[src/rtl/fpu_pkg.sv]
// Shared FPU constants and the binary32 field layout.
package fpu_pkg;

    localparam int unsigned BIAS  = 127;
    localparam int unsigned EXP_W = 8;
    localparam int unsigned MAN_W = 23;

    typedef struct packed {
        logic             sign;
        logic [EXP_W-1:0] exp;
        logic [MAN_W-1:0] man;
    } float32_t;

endpackage

[src/rtl/lzc32.sv]
// Leading-zero count of a 32-bit word; an all-zero word counts as 32.
module lzc32 (
    input  logic [31:0] in_i,
    output logic [5:0]  cnt_o
);

    // Scan upward so the highest set bit has the final say.
    always_comb begin
        cnt_o = 6'd32;
        for (int i = 0; i < 32; i++) begin
            if (in_i[i]) begin
                cnt_o = 6'(31 - i);
            end
        end
    end

endmodule

[src/rtl/itof.sv]
// Signed 32-bit integer to binary32 converter, 3-stage pipeline, round-to-nearest-even.
module itof
    import fpu_pkg::*;
(
    input  logic        clk,
    input  logic        rstn,
    input  logic [31:0] x,
    input  logic        in_valid,
    output logic        in_ready,
    output logic [31:0] y,
    output logic        out_valid,
    input  logic        out_ready
);

    logic        adv;
    logic        v1_q, v2_q, v3_q;
    logic        sign1_q, sign2_q, zero2_q;
    logic [31:0] mag1_q, norm2_q;
    logic [7:0]  exp2_q;
    logic [5:0]  lz;
    float32_t    y_q, y_d;

    // Whole-pipe stall: everything moves together or nothing does.
    assign adv       = !v3_q || out_ready;
    assign in_ready  = adv;
    assign out_valid = v3_q;
    assign y         = y_q;

    lzc32 u_lzc (
        .in_i  (mag1_q),
        .cnt_o (lz)
    );

    logic [22:0] man_t;
    logic        guard, sticky, rnd, carry;
    logic [22:0] man_r;
    logic [7:0]  exp_r;

    always_comb begin
        man_t          = norm2_q[30:8];
        guard          = norm2_q[7];
        sticky         = |norm2_q[6:0];
        rnd            = guard && (sticky || man_t[0]);
        {carry, man_r} = {1'b0, man_t} + 24'(rnd);
        exp_r          = exp2_q + 8'(carry);
        y_d            = '0;
        if (!zero2_q) begin
            y_d.sign = sign2_q;
            y_d.exp  = exp_r;
            y_d.man  = man_r;
        end
    end

    always_ff @(posedge clk or negedge rstn) begin
        if (!rstn) begin
            v1_q <= 1'b0;
            v2_q <= 1'b0;
            v3_q <= 1'b0;
            y_q  <= '0;
        end else if (adv) begin
            v1_q <= in_valid;
            v2_q <= v1_q;
            v3_q <= v2_q;
            if (v2_q) begin
                y_q <= y_d;
            end
        end
    end

    // Datapath carries no reset; the valid bits qualify it.
    always_ff @(posedge clk) begin
        if (adv) begin
            sign1_q <= x[31];
            mag1_q  <= x[31] ? (~x + 32'd1) : x;
            sign2_q <= sign1_q;
            zero2_q <= (mag1_q == 32'd0);
            norm2_q <= mag1_q << lz;
            exp2_q  <= 8'(BIAS + 31) - {2'b00, lz};
        end
    end

endmodule

[config.mk]
export PLATFORM = sky130hd
export DESIGN_NAME = itof
export DESIGN_NICKNAME = d
export VERILOG_FILES = /design/src/rtl/fpu_pkg.sv /design/src/rtl/lzc32.sv /design/src/rtl/itof.sv
export SDC_FILE = /design/constraint.sdc
export NUM_CORES = 1
export LEC_CHECK = 0
export ABC_AREA = 1
export BUFFER_PORTS_ARGS = -buffer_cell sky130_fd_sc_hd__buf_2
export CAP_MARGIN = 20
export CORE_ASPECT_RATIO = 0.75
export CORE_UTILIZATION = 54
export CTS_CLUSTER_DIAMETER = 120
export DETAILED_ROUTE_END_ITERATION = 6
export PLACE_DENSITY = 0.85
export SETUP_SLACK_MARGIN = 0.15
export SYNTH_ARGS = -nofsm -noshare
export SYNTH_HDL_FRONTEND = slang
export SYNTH_SLANG_ARGS = --single-unit
export TNS_END_PERCENT = 10
[constraint.sdc]
create_clock -name clk -period 2.8 [get_ports clk]
set_input_delay 0.56 -clock clk [delete_from_list [all_inputs] [get_ports clk]]
set_output_delay 0.56 -clock clk [all_outputs]
set_load 0.03 [all_outputs]
==> run metrics <==
status=complete, but fails checks; failing checks=design-rule violations, negative setup slack; mux share of post-synthesis cell area=0; Yosys reg bits=around 110; WP data arrival=between 3000 and 4000 ps; initial core utilization=0.560; Fmax achieved=0.286 GHz; worst skew pair latency=around 360 ps; final setup margin=-694 ps; most used cell, CP=nand2_1; Synth Area in Simple Gates=0.350; area leader, netlist=edfxtp_1; number of enable flip-flop cells after synthesis=74; Area Overhead vs Synth=34.3%; Clk pin slew, worst setup/hold paths=approximately 80 ps; DP Wirelength=~13000 um; area share of fa/ha/maj cells after synthesis=0.00898; CTS tree=built; largest net degree at the start of global routing=46; Seq/Total Area, Yosys=0.445; max cap viols=0; Post-CTS Hold Buffers=0; Max Fanout on Critical Path=7; Setup crit start kind=flip-flop; I/O pins=70; number of diodes=0; power density cells=896 mW/mm^2; Worst path max stage delay=390 ps; Final min period=3490 ps; Tot Pwr=between 8000 and 9000 uW; final setup fails=50; unique cell type count in the Yosys netlist=37; XOR/XNOR share of the synthesized area=0.0390; critical path type=reg2reg; crit end category=flip-flop; Mapped Cells=about 900; gr usage total=0.285; Hold Path Class=in2async; grt total ovfl=0; pre-CTS WS=-514 ps; height of the die=100 um; Antenna Violating Nets Remaining=0; WL final=21800 um; setup repair after global routing missed its margin=true; Ys Warns=0; Rel. slew slack=0.417; Vias=between 7000 and 8000; highest-delay cell along the critical path=edfxtp_1; initial antenna violation count=0; Post-layout nets=between 1000 and 1500; Clock Skew=between 15 and 20 ps; Post-synth ARST share=0.321; DR WL/cell=about 18 um; main combinational cell family by area after synthesis=simple AND/OR/NAND/NOR gates; Min Hold Slack=261 ps; Core ar.=between 0.01 and 0.015 mm^2; max-slew violations=0; DRT iter0 DRCs=1067; fin crit share=1.25; Worst VDD drop=about 0.52 mV; gpl congestion=a little under 1; CTS root buffer=clkbuf_16; Mapped Area=0.00696 mm^2; die width=~130 um; syn avg cell area=approximately 7.5 um^2; clock buffer depth=2; Num CTS Buffers=9; LEAKAGE=0.00444 uW; dpl cell area=approximately 0.0080 mm^2; IO Port Bufs=69; drt pass-1 iters=7; compound-gate portion of the synthesized area=0.0701; first-pass GRT wire length=30400 um; Rows=35; Net Count, Synth=between 900 and 1000; CTS sink count=109; cell area after layout=around 0.0094 mm^2; vias in the first global route=6596; via density per instance=6.04; top cell type's share of synthesized area=0.319; final hold violations=0; DRC viols=1; ranking of synthesized cells by area=edfxtp_1 32%, nand3_1 13%, nand2_1 13%, dfrtp_1 13%, inv_1 5.9%; Top FF cell, synth=edfxtp_1; Critical Path RT=2920 ps; layout cell share with drive strength beyond 1=0.324; Layout Cells excl Fill=around 1200; Worst-Margin Slew=around 870 ps; H-tree level count=3; die footprint=approximately 0.013 mm^2; dpl cells=1199
-- state kept, by name, summed over array words and instances, names as in the netlist --
register   cells
v1_q           1
zero2_q        1
mag1_q        32
norm2_q       31
y             32
exp2_q         8
sign1_q        1
sign2_q        1
out_valid      1
v2_q           1
-- what timing repair did --
item | in CTS | in global routing
setup endpoints to repair | 51 | 65
hold endpoints to repair | 0 | 0
pin swaps | 12 | 48
gates resized for setup | 43 | 146
buffers inserted | 16 | 1
cloned | 0 | 7
-- final cells by class --
class / count / area (um^2)
multi-input combinational: 673 / 4140
clock inverter: 5 / 46.3
clock buffer: 11 / 253
timing repair buffer: 163 / 1190
sequential: 109 / 3100
inverter: 112 / 424
fill: 781 / 3080
tap: 166 / 208
-- metal layers --
metal / routed length, um / global-route usage / up-vias / share of wire
met4: 1050 / 0.0970 / 0 / 0.048
met5: 0 / 0 / - / 0
met1: 8210 / 0.365 / 3426 / 0.38
met2: 10300 / 0.487 / 541 / 0.47
li1: - / - / 3378 / -
met3: 2240 / 0.0576 / 133 / 0.10
-- Yosys cell counts, drive strengths merged (9+ instances only) --
library cell,count
clkbuf,16
o21ai,29
o31ai,9
xor2,21
dfrtp,35
inv,111
a32o,9
nor3,21
nor2,81
nand2,249
buf,20
nand3,189
edfxtp,74
xnor2,10
a21oi,17
-- stage by stage --
step / utilization / TNS (ps)
floorplan: - / -177
global placement: 0.640 / -7440
detailed placement: 0.640 / -11420
CTS: 0.685 / -7310
global route: 0.752 / -34600
finish: 0.752 / -22200
-- where the power goes --
| part | internal [uW] | total [uW] | leakage (uW) | switching, uW |
|---|---|---|---|---|
| registers | 2460 | 2870 | 0.00118 | 408 |
| clock network | 672 | 1310 | 0.000149 | 637 |
| logic | 1430 | 4200 | 0.00310 | 2780 |
| total | 4560 | 8380 | 0.00444 | 3820 |
-- worst paths after layout --
kind | start | to | slack, ps | cells after the start
max reg2reg | mag1_q[1]$_DFFE_PN_ | norm2_q[28]$_SDFFCE_PP0N_ | -690 | 40
min | rstn | v2_q$_DFFE_PN0N_ | 260 | 1
min in group clk | in_valid | v1_q$_DFFE_PN0N_ | 400 | 3
max | mag1_q[1]$_DFFE_PN_ | norm2_q[28]$_SDFFCE_PP0N_ | -690 | 40
max in group asynchronous | rstn | y[2]$_DFFE_PN0P_ | 2030 | 1
min reg2reg | sign1_q$_DFFE_PN_ | sign2_q$_DFFE_PN_ | 430 | 0
-- critical path, delay by kind of cell, from the launching register on --
| family | cells | cell delay [ps] |
|---|---|---|
| AND/OR/NAND/NOR | 35 | 2330 |
| buffers and inverters | 5 | 570 |
| flip-flops | 1 | 390 |
-- cell families (layout without fill, tap and decap cells) --
| kind of cell | count (synthesis) | count (layout) |
|---|---|---|
| AO/OA/AOI/OAI | 76 | 76 |
| adder cells (fa/ha/maj) | 5 | 5 |
| flip-flops | 109 | 109 |
| XOR/XNOR | 31 | 31 |
| AND/OR/NAND/NOR | 557 | 561 |
| buffers and inverters | 148 | 291 |
-- cell usage in the layout, fill, tap and decap left out, types with 14 or more instances in the layout --
cell | netlist | layout
nand3_2 | 4 | 87
buf_4 | 2 | 72
a21oi_1 | 16 | 14
edfxtp_1 | 74 | 74
buf_2 | 11 | 69
nand2_2 | 2 | 19
inv_1 | 110 | 106
buf_6 | 4 | 17
dfrtp_1 | 35 | 35
nor2_1 | 81 | 67
xor2_1 | 21 | 21
o21ai_0 | 28 | 24
nand2_1 | 245 | 225
nand3_1 | 185 | 91
Note: power is estimated with default switching activity, not from simulation.
